### src/rtl/mips_mc_control.sv
`default_nettype none
// ============================================================================
// Module   : mips_mc_control
// Purpose  : Main control FSM for the multicycle MIPS datapath. Sequences
//            fetch / decode / execute / memory / writeback, stalling on the
//            memory-ready handshake, and drives every datapath enable.
// Config   : MIPS_MC_ILLEGAL_TRAP_EN - when defined, an unknown opcode
//            parks the FSM in TRAP (illegal_op=1) until reset; otherwise
//            it is treated as a NOP.
// Revision : 1.0 - initial release
// ============================================================================
module mips_mc_control #(
  parameter logic [5:0] OP_RTYPE = 6'h00,
  parameter logic [5:0] OP_LW    = 6'h23,
  parameter logic [5:0] OP_SW    = 6'h2B,
  parameter logic [5:0] OP_BEQ   = 6'h04,
  parameter logic [5:0] OP_J     = 6'h02,
  parameter logic [5:0] OP_ADDI  = 6'h08
) (
  input  logic       clk,
  input  logic       rst_n,
  input  logic [5:0] opcode,
  input  logic       mem_ready,
  output logic       pc_write,
  output logic       pc_write_cond,
  output logic       iord,
  output logic       mem_read,
  output logic       mem_write,
  output logic       ir_write,
  output logic       mem_to_reg,
  output logic       reg_dst,
  output logic       reg_write,
  output logic       alu_src_a,
  output logic [1:0] alu_src_b,
  output logic [1:0] alu_op,
  output logic [1:0] pc_source,
  output logic [3:0] state,
  output logic       illegal_op
);

  typedef enum logic [3:0] {
    S_FETCH   = 4'd0,
    S_DECODE  = 4'd1,
    S_MEMADR  = 4'd2,
    S_MEMRD   = 4'd3,
    S_MEMWB   = 4'd4,
    S_MEMWR   = 4'd5,
    S_EXEC    = 4'd6,
    S_RTYPEWB = 4'd7,
    S_BRANCH  = 4'd8,
    S_JUMP    = 4'd9,
    S_ADDIEX  = 4'd10,
    S_ADDIWB  = 4'd11,
    S_TRAP    = 4'd12
  } state_t;

  state_t cur_state;
  state_t nxt_state;

  assign state = cur_state;

  // State register; asynchronous reset aborts any instruction in flight.
  always_ff @(posedge clk or negedge rst_n) begin
    if (!rst_n) begin
      cur_state <= S_FETCH;
    end else begin
      cur_state <= nxt_state;
    end
  end

  // Next-state logic; opcode is only looked at in DECODE and MEMADR.
  always_comb begin
    nxt_state = S_FETCH;
    case (cur_state)
      S_FETCH:   nxt_state = mem_ready ? S_DECODE : S_FETCH;
      S_DECODE: begin
        if (opcode == OP_LW || opcode == OP_SW) begin
          nxt_state = S_MEMADR;
        end else if (opcode == OP_RTYPE) begin
          nxt_state = S_EXEC;
        end else if (opcode == OP_BEQ) begin
          nxt_state = S_BRANCH;
        end else if (opcode == OP_J) begin
          nxt_state = S_JUMP;
        end else if (opcode == OP_ADDI) begin
          nxt_state = S_ADDIEX;
        end else begin
`ifdef MIPS_MC_ILLEGAL_TRAP_EN
          nxt_state = S_TRAP;
`else
          nxt_state = S_FETCH;
`endif
        end
      end
      S_MEMADR: begin
        // Only LW/SW reach here; anything else drops back to fetch safely.
        if (opcode == OP_LW) begin
          nxt_state = S_MEMRD;
        end else if (opcode == OP_SW) begin
          nxt_state = S_MEMWR;
        end else begin
          nxt_state = S_FETCH;
        end
      end
      S_MEMRD:   nxt_state = mem_ready ? S_MEMWB : S_MEMRD;
      S_MEMWB:   nxt_state = S_FETCH;
      S_MEMWR:   nxt_state = mem_ready ? S_FETCH : S_MEMWR;
      S_EXEC:    nxt_state = S_RTYPEWB;
      S_RTYPEWB: nxt_state = S_FETCH;
      S_BRANCH:  nxt_state = S_FETCH;
      S_JUMP:    nxt_state = S_FETCH;
      S_ADDIEX:  nxt_state = S_ADDIWB;
      S_ADDIWB:  nxt_state = S_FETCH;
`ifdef MIPS_MC_ILLEGAL_TRAP_EN
      S_TRAP:    nxt_state = S_TRAP;
`else
      S_TRAP:    nxt_state = S_FETCH;
`endif
      // Encodings 13-15 are unused; recover to fetch.
      default:   nxt_state = S_FETCH;
    endcase
  end

  // Moore output decode; only the FETCH register loads follow mem_ready.
  always_comb begin
    pc_write      = 1'b0;
    pc_write_cond = 1'b0;
    iord          = 1'b0;
    mem_read      = 1'b0;
    mem_write     = 1'b0;
    ir_write      = 1'b0;
    mem_to_reg    = 1'b0;
    reg_dst       = 1'b0;
    reg_write     = 1'b0;
    alu_src_a     = 1'b0;
    alu_src_b     = 2'b00;
    alu_op        = 2'b00;
    pc_source     = 2'b00;
    case (cur_state)
      S_FETCH: begin
        mem_read  = 1'b1;
        alu_src_b = 2'b01;
        ir_write  = mem_ready;
        pc_write  = mem_ready;
      end
      S_DECODE: alu_src_b = 2'b11;
      S_MEMADR: begin
        alu_src_a = 1'b1;
        alu_src_b = 2'b10;
      end
      S_MEMRD: begin
        mem_read = 1'b1;
        iord     = 1'b1;
      end
      S_MEMWB: begin
        reg_write  = 1'b1;
        mem_to_reg = 1'b1;
      end
      S_MEMWR: begin
        mem_write = 1'b1;
        iord      = 1'b1;
      end
      S_EXEC: begin
        alu_src_a = 1'b1;
        alu_op    = 2'b10;
      end
      S_RTYPEWB: begin
        reg_write = 1'b1;
        reg_dst   = 1'b1;
      end
      S_BRANCH: begin
        alu_src_a     = 1'b1;
        alu_op        = 2'b01;
        pc_write_cond = 1'b1;
        pc_source     = 2'b01;
      end
      S_JUMP: begin
        pc_write  = 1'b1;
        pc_source = 2'b10;
      end
      S_ADDIEX: begin
        alu_src_a = 1'b1;
        alu_src_b = 2'b10;
      end
      S_ADDIWB: reg_write = 1'b1;
      default: ;
    endcase
  end

`ifdef MIPS_MC_ILLEGAL_TRAP_EN
  assign illegal_op = (cur_state == S_TRAP);
`else
  assign illegal_op = 1'b0;
`endif

endmodule
`default_nettype wire
### config.mk
export PLATFORM = sky130hd
export DESIGN_NAME = mips_mc_control
export DESIGN_NICKNAME = d
export VERILOG_FILES = /design/src/rtl/mips_mc_control.sv
export SDC_FILE = /design/constraint.sdc
export NUM_CORES = 1
export LEC_CHECK = 0
export ABC_AREA = 0
export CORE_MARGIN = 4
export CORE_UTILIZATION = 35
export DETAILED_ROUTE_END_ITERATION = 7
export GPL_TIMING_DRIVEN = 0
export PLACE_DENSITY = 0.85
export SLEW_MARGIN = 40
export SYNTH_ARGS = -nofsm -noshare
export SYNTH_HDL_FRONTEND = slang
export SYNTH_SLANG_ARGS = --single-unit
### constraint.sdc
create_clock -name clk -period 1.9 [get_ports clk]
set_input_delay 0.38 -clock clk [delete_from_list [all_inputs] [get_ports clk]]
set_output_delay 0.38 -clock clk [all_outputs]
set_load 0.02 [all_outputs]
==> After elaboration in Yosys (flattened, before gate mapping) <==
Cells that the tools add are included.
{ "op_classes": {"n_addsub": 0, "n_mul": 0, "div_mod_pow": 0, "order_cmp": 0, "eq_ne": 16, "shifts": 0, "n_mux": 24, "bitwise_logic": 0, "reduce_logical": 8} }
{ "op_table": {"columns": ["operator", "count"], "rows": [
  ["$pmux 4 s7", 1],
  ["$mux 4", 5],
  ["$eq 4x3->1 const B", 4],
  ["$eq 4x4->1 const B", 4],
  ["$eq 6x6->1 const B", 2],
  ["$mux 3", 4],
  ["$mux 1", 10],
  ["$eq 4x2->1 const B", 2],
  ["$pmux 2 s2", 2],
  ["$eq 6x2->1 const B", 1],
  ["$eq 6x3->1 const B", 1],
  ["$eq 6x4->1 const B", 1],
  ["$logic_not 6->1", 1],
  ["$pmux 2 s3", 1],
  ["$reduce_or 2->1", 3],
  ["$eq 4x1->1 const B", 1],
  ["$logic_not 4->1", 1],
  ["$reduce_or 4->1", 1],
  ["$reduce_or 3->1", 1],
  ["$pmux 1 s2", 1],
  ["$logic_or 1x1->1", 1]
]} }
{ "word_totals": {"regBits": 4, "latchBits": 0, "ram_bits": 0, "romBits": 0, "in_bits": 9, "out_inout_bits": 21, "elab_cells": 49, "mem_count": 0} }

==> Longest topological paths before layout <==
Gate-level depths: netlist (run 1).
{ "depth": {"depth_word": 7, "mapped_depth": 6, "ltp_nobuf": 4} }

==> Worst setup path before layout (run 1) <==
No wires, ideal clock.
{ "synth_timing": {"path_type": "reg-to-output", "start": "register cur_state[2] (netlist: state[2])", "end": "output port alu_op[0]", "t_arrival_ns": 1.765, "t_required_ns": 1.520, "slack_ns": -0.245, "stages_incl_launch_ff": 5, "path_buffers": 2, "cell_sequence": "dfrtp_1 -> buf_2 -> nand2b_1 -> nor3_1 -> buf_4"} }
{ "synth_between": {"elab_chain_len": 2, "word_cells_on_any_way": 3, "cone_classes": "2 x eq/ne; 1 x mux"} }
{ "synth_rtl": {"columns": ["item", "line_no", "text"], "rows": [
  ["start, declared", "57", "state_t cur_state;"],
  ["start signal, assigned", "67", "cur_state <= nxt_state;"],
  ["$eq 4x4->1 or $eq 4x3->1 (tied branches)", "139", "case (cur_state)"],
  ["$pmux 2 s2 (*)", "139", null],
  ["end, declared", "35", "output logic [1:0] alu_op,"]
]} }
Mark *: on every way between the ends. The rest lies on a longest branch, timed or not.

==> Worst setup path in the final report (run 1) <==
{ "layout_timing": {"start": "register cur_state[2] (netlist: state[2])", "end": "output port mem_read"} }
{ "layout_between": {"elab_chain_len": 3, "word_cells_on_any_way": 4, "cone_classes": "1 x eq/ne; 1 x mux; 2 x reduce/logical"} }
{ "layout_rtl": {"columns": ["item", "line_no", "text"], "rows": [
  ["$eq 4x2->1 or $logic_not 4->1 (tied branches)", "139", null],
  ["$reduce_or 2->1 (no source line) (*)", null, null],
  ["$mux 1 (*)", "139", null],
  ["end, declared", "27", "output logic mem_read,"]
]} }
Marks and branches as above.

==> flow_summary.toml, run 1 <==
[outcome]
status = "finished, final reports clean"

[synthesis]
async_flop_share = 1.000
ys.warnings.count = 0
synth.avg_cell_area_um2 = 7.224
synthDominantAreaCellType = "dfrtp_1"
netlist.area_leader.share = 0.1848
mappedNetlistArea_um2 = 541.8
synth-seq-cells = 4
synth_top_cells_by_area = "dfrtp_1 18%, nor3_1 9.2%, nand2b_1 5.8%"
dominantRegCellSynth = "dfrtp_1"
yosys.cell_types.count = 36
synth_cells = 75
total_nets_after_synthesis = 84
synth_enable_flop_cells = 0
ys_seq_area_frac = 0.1848

[drt]
via_per_inst = 5.516
detail_route.wirelength_um = 1612
first_pass_iters = 4
initial_detailed_routing_violation_count = 11
final_antenna_net_count = 0
route.vias.total = 684
routed_wire_length_per_instance_um = 13.00
detail_route.drc_violations = 0

[critical_path]
crit_path_start_kind = "flip-flop"
critical_setup_path_kind = "reg2out"
worst_path_maximum_fanout = 6
endpoint_class_of_the_critical_path = "primary output"
critical_path_required_ns = 1.52
cp.arrival_ns = 1.44

[die]
row_count = 13
die_height_um = 47.35
die_width_um = 47.35
core_mm2 = 0.001383
initial_utilization = 0.3919
io_pins = 30
die_area_mm2 = 0.002242

[power_and_ir_drop]
seq_power_share = 0.279
pwr_dens_mw_per_mm2 = 398.6
share_comb_of_total_power = 0.420
vdd_drop_max_mv = 0.5411
switching_power_w = 0.0001199
cell_internal_pwr_w = 0.0002277
leakagePower_nw = 0.3810
p_clk_frac = 0.301
power_switching_share = 0.3450

[timing]
finalHoldWorstSlack_ns = 0.3461
finalClockSkew_ns = 0.00009842
timing.fmax_ghz = 0.5489
layout_setup_ws_ns = 0.07816
slew_violations = 0
final.setup.tns_ns = 0
report.final.setup_viol = 0
hold_viol = 0
layout_worst_path_cycle_share = 0.9589
minimum_clock_period_ns = 1.822

[cts]
path_clk_slew_ns = 0.04
tritoncts_clock_tree = "done"
ctsLongestPathBuffers = 2
cts-hold-fix-buffers = 0
clock_sinks = 4
tritoncts.num_buffers = 3
clk-insertion-delay-late_ns = 0.23
clockRootBuffer = "clkbuf_4"
htreeDepth = 1

[layout]
area_delta_synth_final_pct = 60.97
share_of_final_layout_standard_cells_stronger_than_drive_strength_1 = 0.3303
mostFrequentLayoutCells = "11 x clkdlybuf4s50_1, 10 x buf_4, 8 x nor2_1, 8 x nor3_1, 6 x buf_2"
nNetsFinal = 120
largest_register_ffs = 4
leading_cell_type_in_the_layout_fill_and_taps_excluded = "clkdlybuf4s50_1"
finalNonFillerCells = 124
antenna_cells = 0

[grt]
global_route_total_usage_across_every_layer = 0.1534
global_route.overflow_total = 0
maximum_number_of_pins_on_one_net_before_global_route_repair = 11
grt_pass1_vias = 602
grt_antenna_before_repair = 0
first_pass_grt_wire_length_um = 2484

[placed_design]
portBuffers = 28
placement.setup.worst_slack_ns = -0.4840
place.detailed.instances = 118
globalplace.congestion = 0.8530
detailed_place_hpwl_um = 1209

[run]
cap_viol_max_count = 0

[min_path]
hp-class = "in2async"
## synth_stat cells, drive strengths merged (2+ instances only)
library cell  instances
and3                  2
nor2                  9
o221ai                2
nand2b                5
buf                   6
nor3b                 2
a21oi                 4
o21ai                 4
dfrtp                 4
and2b                 2
nand3                 4
inv                   2
nor3                 10
nand2                 2
## per-stage QoR
stage,cell area [um2],power [W],util
CTS,854.6,0.0003492,0.6181
floorplan,553.0,0.0001818,-
global route,872.1,0.0003823,0.6308
global placement,852.1,0.0002474,0.6163
detailed placement,852.1,0.0002498,0.6163
finish,872.1,0.0003477,0.6308
## layer usage
metal  track usage  vias to the layer above  part of all wire
met5             0                        -                 0
met4       0.03315                        0                 0
met3       0.03831                        0             0.096
met2        0.2834                       27              0.51
met1        0.1746                      313              0.39
li1              -                      344                 -
## final timing paths
kind	start	to	slack [ns]	depth (start not counted)
max in group asynchronous	rst_n	state[3]	1.38	1
worst max register to register	state[2]	state[2]	0.37	5
min in group clk	state[3]	state[3]	0.70	3
worst min-delay path	rst_n	state[1]	0.35	1
worst min register to register	state[3]	state[3]	0.70	3
worst max-delay path	state[2]	mem_read	0.08	4
## power by group through the flow
stage	Sequential [W]	Combinational (W)	Clock [W]
2_1_floorplan	0.0000974	0.0000843	0
3_3_place_gp	0.0000932	0.000154	0
3_5_place_dp	0.0000936	0.000156	0
4_1_cts	0.0000925	0.000147	0.000110
5_1_grt	0.0000980	0.000158	0.000126
6_report	0.0000969	0.000146	0.000105
## layout make-up
type                    count  area (um2)
fillers                   139       510.5
inverters                   2       7.507
repair buffers             32       254.0
clock buffers               3       22.52
flip-flops and latches      4       103.9
multi-input cells          62       416.7
well taps                  15       18.77
plain buffers               6       48.80
## critical path, cell delays in order, from the launching register on
cell             delay, ns
dfrtp_2               0.43
buf_4                 0.16
nor2_4                0.15
and3_1                0.17
clkdlybuf4s15_1       0.30
## what timing repair did
item	CTS	global route
endpoints found under the setup margin	16	14
buffers inserted	0	4
cloned	0	0
resized for setup	48	18
endpoints found under the hold margin	0	0
pin swaps	0	1
## cells by family after synthesis
kind of cell | Yosys count | share of synthesized area
AOI/OAI and AO/OA | 17 | 0.2287
xor gates and xnor gates | 2 | 0.03234
buffers and inverters | 9 | 0.09006
DFF | 4 | 0.1848
other | 1 | 0.006922
and+or+nand+nor | 42 | 0.4573
(Power assumes the default switching activity.)
==> run 2, diff against run 1 <==
CTS_CLUSTER_DIAMETER = 120   (was unset)
GPL_TIMING_DRIVEN = unset   (was 0)
==> run 2 against run 1 <==
Sequential cell count did not move. Clock power is essentially flat. Non-clock buffer count is 9 higher. Critical path type unchanged. Count of clock-buffer cells in the layout unchanged. Die area unchanged. Total power up 6.1%. Largest power group unchanged. Critical path depth did not move. Sequential power decreased by 2.9%. Clock skew rose by 0.0065 ns.
==> flow_summary.toml, run 2 (same netlist as run 1, synthesis figures left out) <==
[die]
io_pins = 30
die_width_um = 47.35
core_mm2 = 0.001383
die_area_mm2 = 0.002242
initial_utilization = 0.3919
row_count = 13
die_height_um = 47.35

[timing]
hold_viol = 0
minimum_clock_period_ns = 1.854
slew_violations = 0
layout_setup_ws_ns = 0.04646
grt_setup_unrepaired = "false"
layout_worst_path_cycle_share = 0.9755
report.final.setup_viol = 0
finalClockSkew_ns = 0.006563
timing.fmax_ghz = 0.5395

[cts]
tritoncts.num_buffers = 3
ctsLongestPathBuffers = 2
htreeDepth = 1
clockRootBuffer = "clkbuf_4"
clock_sinks = 4
clk-insertion-delay-late_ns = 0.24
path_clk_slew_ns = 0.04
tritoncts_clock_tree = "done"

[grt]
global_route_total_usage_across_every_layer = 0.1742
global_route.overflow_total = 0
first_pass_grt_wire_length_um = 2746
grt_pass1_vias = 657
grt_antenna_before_repair = 0
maximum_number_of_pins_on_one_net_before_global_route_repair = 12

[layout]
final_util = 0.6860
mostFrequentLayoutCells = "19 x buf_4, 11 x clkdlybuf4s50_1, 8 x nor2_1, 8 x nor3_1"
multiInputGateArea_um2 = 411.6
share_of_final_layout_standard_cells_stronger_than_drive_strength_1 = 0.3305
final-seq-area_um2 = 100.1
leading_cell_type_in_the_layout_fill_and_taps_excluded = "buf_4"
nNetsFinal = 129
stdcell_area_um2 = 948.4
largest_register_ffs = 4
finalNonFillerCells = 133
final.fill_count = 120
area_delta_synth_final_pct = 75.06
antenna_cells = 0

[outcome]
status = "finished, final reports clean"

[drt]
detail_route.wirelength_um = 1717
final_antenna_net_count = 0
initial_detailed_routing_violation_count = 18
first_pass_iters = 4
via_per_inst = 5.466
routed_wire_length_per_instance_um = 12.91
detail_route.drc_violations = 0
route.vias.total = 727

[critical_path]
timing.critical_path.cells = "buf_4, xnor2_1, nor3b_1, dlygate4sd1_1"
cp.arrival_ns = 1.47
endpoint_class_of_the_critical_path = "primary output"
critical_setup_path_kind = "reg2out"
r2r_slack_ns = 0.26
timing.critical_path.slowest_stage_cell = "dfrtp_1"
critical_path_required_ns = 1.52
r2r-start = "state[3]"
crit_path_start_kind = "flip-flop"
critical_path.n_buffers_inverters = 2
number_of_cell_instances_on_the_worst_register_to_register_path = 6
worst_path_maximum_fanout = 6
timing.critical_path.slowest_cell_delay_ns = 0.42
critical_path.reg2reg.endpoint = "state[2]"
critPathTopFamily = "buffers and inverters"

[placed_design]
portBuffers = 28
detailed_place_hpwl_um = 1421
placement.setup.worst_slack_ns = -0.3356
placed_cell_area_um2 = 965.9
globalplace.congestion = 0.7991
place.detailed.instances = 130

[min_path]
hp-class = "in2async"

[power_and_ir_drop]
pwr_dens_mw_per_mm2 = 388.9
leakagePower_nw = 0.4399
vdd_drop_max_mv = 0.3568

[run]
cap_viol_max_count = 0
==> run 2: cell types whose count changed in the layout (fill, tap and decap cells not counted), sizes merged <==
cell | previous run | this run
dlygate4sd2 | 5 | 7
dlygate4sd1 | 0 | 1
buf | 17 | 20
clkbuf | 7 | 10
==> run 2: through the flow <==
stage	hold WS [ns]	total power, W	setup TNS (ns)
floorplan	0.08441	0.0001818	0
CTS	0.3543	0.0003679	0
global placement	0.5839	0.0002675	-0.5750
detailed placement	0.6017	0.0002713	-0.7123
finish	0.3483	0.0003689	0
global route	0.3675	0.0003931	0
==> run 2: area by class of cell <==
type / count / area share
multi-input cells: 62 / 0.4340
flip-flops and latches: 4 / 0.1055
inverters: 2 / 0.007916
well taps: 15 / 0.01979
clock buffers: 3 / 0.02375
repair buffers: 47 / 0.4090
==> run 2: layer usage <==
layer	track usage	vias up	share of wire
li1	-	362	-
met1	0.1905	330	0.40
met2	0.3235	35	0.53
met3	0.03448	0	0.074
met4	0.06630	0	0
met5	0	-	0
==> run 2: where the power goes <==
group / switching [W] / internal (W) / leakage (nW)
combinational: 0.0000854 / 0.0000816 / 0.372
sequential: 0.00000501 / 0.0000891 / 0.0542
clock: 0.0000370 / 0.0000708 / 0.0138
total: 0.000127 / 0.000241 / 0.440
==> run 2: worst max-delay path by stage <==
stage,start,endpoint,slack [ns],depth (start not counted)
2_1_floorplan,state[2],pc_source[0],0.02,3
3_3_place_gp,mem_ready,pc_write,-0.30,6
3_5_place_dp,mem_ready,pc_write,-0.34,6
4_1_cts,mem_ready,ir_write,0.004,5
5_1_grt,state[1],pc_source[0],0.003,4
6_report,state[1],iord,0.05,4
==> run 2: worst reg2reg max path, delay by kind of cell, from the launching register on <==
kind                   cells  cell delay (ns)
AND/OR/NAND/NOR            3             0.65
flip-flops                 1             0.42
buffers and inverters      2             0.33
AO/OA/AOI/OAI              1             0.16
==> run 2: timing repair <==
action,4_1_cts,5_1_grt
gates resized for setup,23,21
hold buffers,0,0
endpoints found under the setup margin,17,11
pin swaps,0,0
gates cloned,0,0
setup buffers,0,0
==> run 3, diff against run 2 <==
ABC_AREA = 1   (was 0)
HOLD_SLACK_MARGIN = 0.12   (was unset)
PLACE_DENSITY = 0.88   (was 0.85)
==> run 3 against run 2 <==
Design area decreased by 10%. Count of clock-buffer cells in the layout unchanged. Critical endpoint is now alu_src_b[1]. Utilization is 3.0 points lower. Die area down 9.8%. Worst hold slack lost 0.012 ns. Largest cell class is now non-clock buffers. Sequential power shrank 2.2%.
==> flow_summary.toml, run 3 <==
[drt]
initial_detailed_routing_violation_count = 5
routed_wire_length_per_instance_um = 10.14
detail_route.drc_violations = 0
first_pass_iters = 4
route.vias.total = 679
via_per_inst = 4.588
final_antenna_net_count = 0
detail_route.wirelength_um = 1500

[critical_path]
timing.critical_path.cells = "nor2_2, inv_1, o21ai_0, clkdlybuf4s15_1"
critical_path.n_buffers_inverters = 2
worst_path_maximum_fanout = 5
timing.critical_path.slowest_stage_cell = "dfrtp_1"
crit_path_start_kind = "flip-flop"
critical_setup_path_kind = "reg2out"
endpoint_class_of_the_critical_path = "primary output"
cp.arrival_ns = 1.46
timing.critical_path.slowest_cell_delay_ns = 0.42
critPathTopFamily = "buffers and inverters"
critical_path_required_ns = 1.52

[placed_design]
detailed_place_hpwl_um = 1313
placement.setup.worst_slack_ns = -0.2452
portBuffers = 28
globalplace.congestion = 0.8504

[timing]
grt_setup_unrepaired = "false"
report.final.setup_viol = 0
slew_violations = 0
layout_worst_path_cycle_share = 0.9670
timing.fmax_ghz = 0.5443
final.setup.tns_ns = 0
finalHoldWorstSlack_ns = 0.3365
minimum_clock_period_ns = 1.837
finalClockSkew_ns = 0.004843
hold_viol = 0
layout_setup_ws_ns = 0.06275

[die]
io_pins = 30
die_area_mm2 = 0.002021
initial_utilization = 0.3673
core_mm2 = 0.001301
row_count = 13
die_width_um = 44.96
die_height_um = 44.96

[synthesis]
post-synth-top-count-cell = "nand2_1"
synth.avg_cell_area_um2 = 5.252
synth_enable_flop_cells = 0
total_nets_after_synthesis = 100
synthDominantAreaCellType = "dfrtp_1"
async_flop_share = 1.000
dominantRegCellSynth = "dfrtp_1"
netlist.area_leader.share = 0.2094
ys.warnings.count = 0
mappedNetlistArea_um2 = 478.0
ys_seq_area_frac = 0.2094
synth_top_cells_by_area = "dfrtp_1 21%, nand2_1 18%, nor2_1 16%"
synth_commonest_cells = "23 x nand2_1, 20 x nor2_1, 17 x inv_1"
yosys.cell_types.count = 15
synth-seq-cells = 4
synth_cells = 91

[grt]
grt_antenna_before_repair = 0
global_route.overflow_total = 0
maximum_number_of_pins_on_one_net_before_global_route_repair = 7
grt_pass1_vias = 634
first_pass_grt_wire_length_um = 2401
global_route_total_usage_across_every_layer = 0.1637

[cts]
htreeDepth = 1
ctsLongestPathBuffers = 2
path_clk_slew_ns = 0.04
cts_resized = 20
tritoncts.num_buffers = 3
cts-hold-fix-buffers = 0
cts_post_setup_buffers_inserted = 0
clk-insertion-delay-late_ns = 0.24
clock_sinks = 4
tritoncts_clock_tree = "done"
clockRootBuffer = "clkbuf_4"

[layout]
nNetsFinal = 144
largest_register_ffs = 4
antenna_cells = 0
mostFrequentLayoutCells = "23 x nand2_1, 18 x nor2_1, 17 x inv_1"
leading_cell_type_in_the_layout_fill_and_taps_excluded = "nand2_1"
share_of_final_layout_standard_cells_stronger_than_drive_strength_1 = 0.2105
area_delta_synth_final_pct = 78.53

[power_and_ir_drop]
pwr_dens_mw_per_mm2 = 395.6
vdd_drop_max_mv = 0.2598
leakagePower_nw = 0.5101

[min_path]
hp-class = "in2async"

[outcome]
status = "finished, final reports clean"

[run]
cap_viol_max_count = 0
==> run 3: cell count changes after synthesis, moves of 3 or more <==
cell / previous run / this run
a21oi_1: 4 / 1
buf_2: 3 / 0
inv_1: 2 / 17
nand2_1: 2 / 23
nand2b_1: 5 / 0
nand3_1: 3 / 12
nor2_1: 8 / 20
nor3_1: 10 / 0
==> run 3: metrics by stage <==
stage	std cells	instance area [um2]	util	total power (W)
after floorplan	91	478.0	-	0.0001626
after global placement	145	859.6	0.6606	0.0002344
after detailed placement	145	859.6	0.6606	0.0002389
after CTS	148	867.1	0.6663	0.0003411
after global routing	148	853.3	0.6558	0.0003589
final	148	853.3	0.6558	0.0003375
==> run 3: area by class of cell <==
class / instances / area (um2)
multi-input combinational: 67 / 300.3
sequential: 4 / 100.1
clock buffer: 3 / 22.52
tap: 15 / 18.77
timing repair buffer: 41 / 344.1
inverter: 18 / 67.56
fill: 132 / 447.9
==> run 3: cells by family (layout without fill, tap and decap cells) <==
logic type / count (synthesis) / in the layout / synth area share
and+or+nand+nor: 61 / 61 / 0.5523
buffers and inverters: 20 / 62 / 0.1728
AOI/OAI and AO/OA: 5 / 5 / 0.05758
DFF: 4 / 4 / 0.2094
other: 1 / 1 / 0.007846
==> run 3: final timing paths <==
| check | cells past startpoint | slack, ns | to | startpoint |
|---|---|---|---|---|
| min | 1 | 0.34 | state[3] | rst_n |
| max | 4 | 0.06 | alu_src_b[1] | state[3] |
| max in group asynchronous | 1 | 1.40 | state[1] | rst_n |
| max reg2reg | 7 | 0.63 | state[2] | state[3] |
| min reg2reg | 3 | 0.73 | state[3] | state[3] |
| min in group clk | 3 | 0.73 | state[3] | state[3] |
==> run 3: metal layers <==
layer | wire [um] | track usage | vias to the layer above
met5 | 0 | 0 | -
met3 | 123 | 0.04382 | 4
met2 | 814 | 0.3220 | 27
met1 | 530 | 0.1411 | 286
met4 | 32 | 0.09942 | 0
li1 | - | - | 362
==> run 3: power by group <==
part	total [W]	switching, W	internal, W	leakage, nW
clock	0.000108	0.0000376	0.0000708	0.0138
sequential	0.0000920	0.00000291	0.0000891	0.0543
combinational	0.000137	0.0000782	0.0000588	0.442
total	0.000338	0.000119	0.000219	0.510
==> run 3: worst reg2reg max path: stages, from the launching register on <==
cell and delay, ns:
dfrtp_1 0.42, nor2_2 0.19, buf_4 0.14, buf_4 0.09
nand2_1 0.04, nor2_1 0.16, nand2_1 0.08, nand3_1 0.09
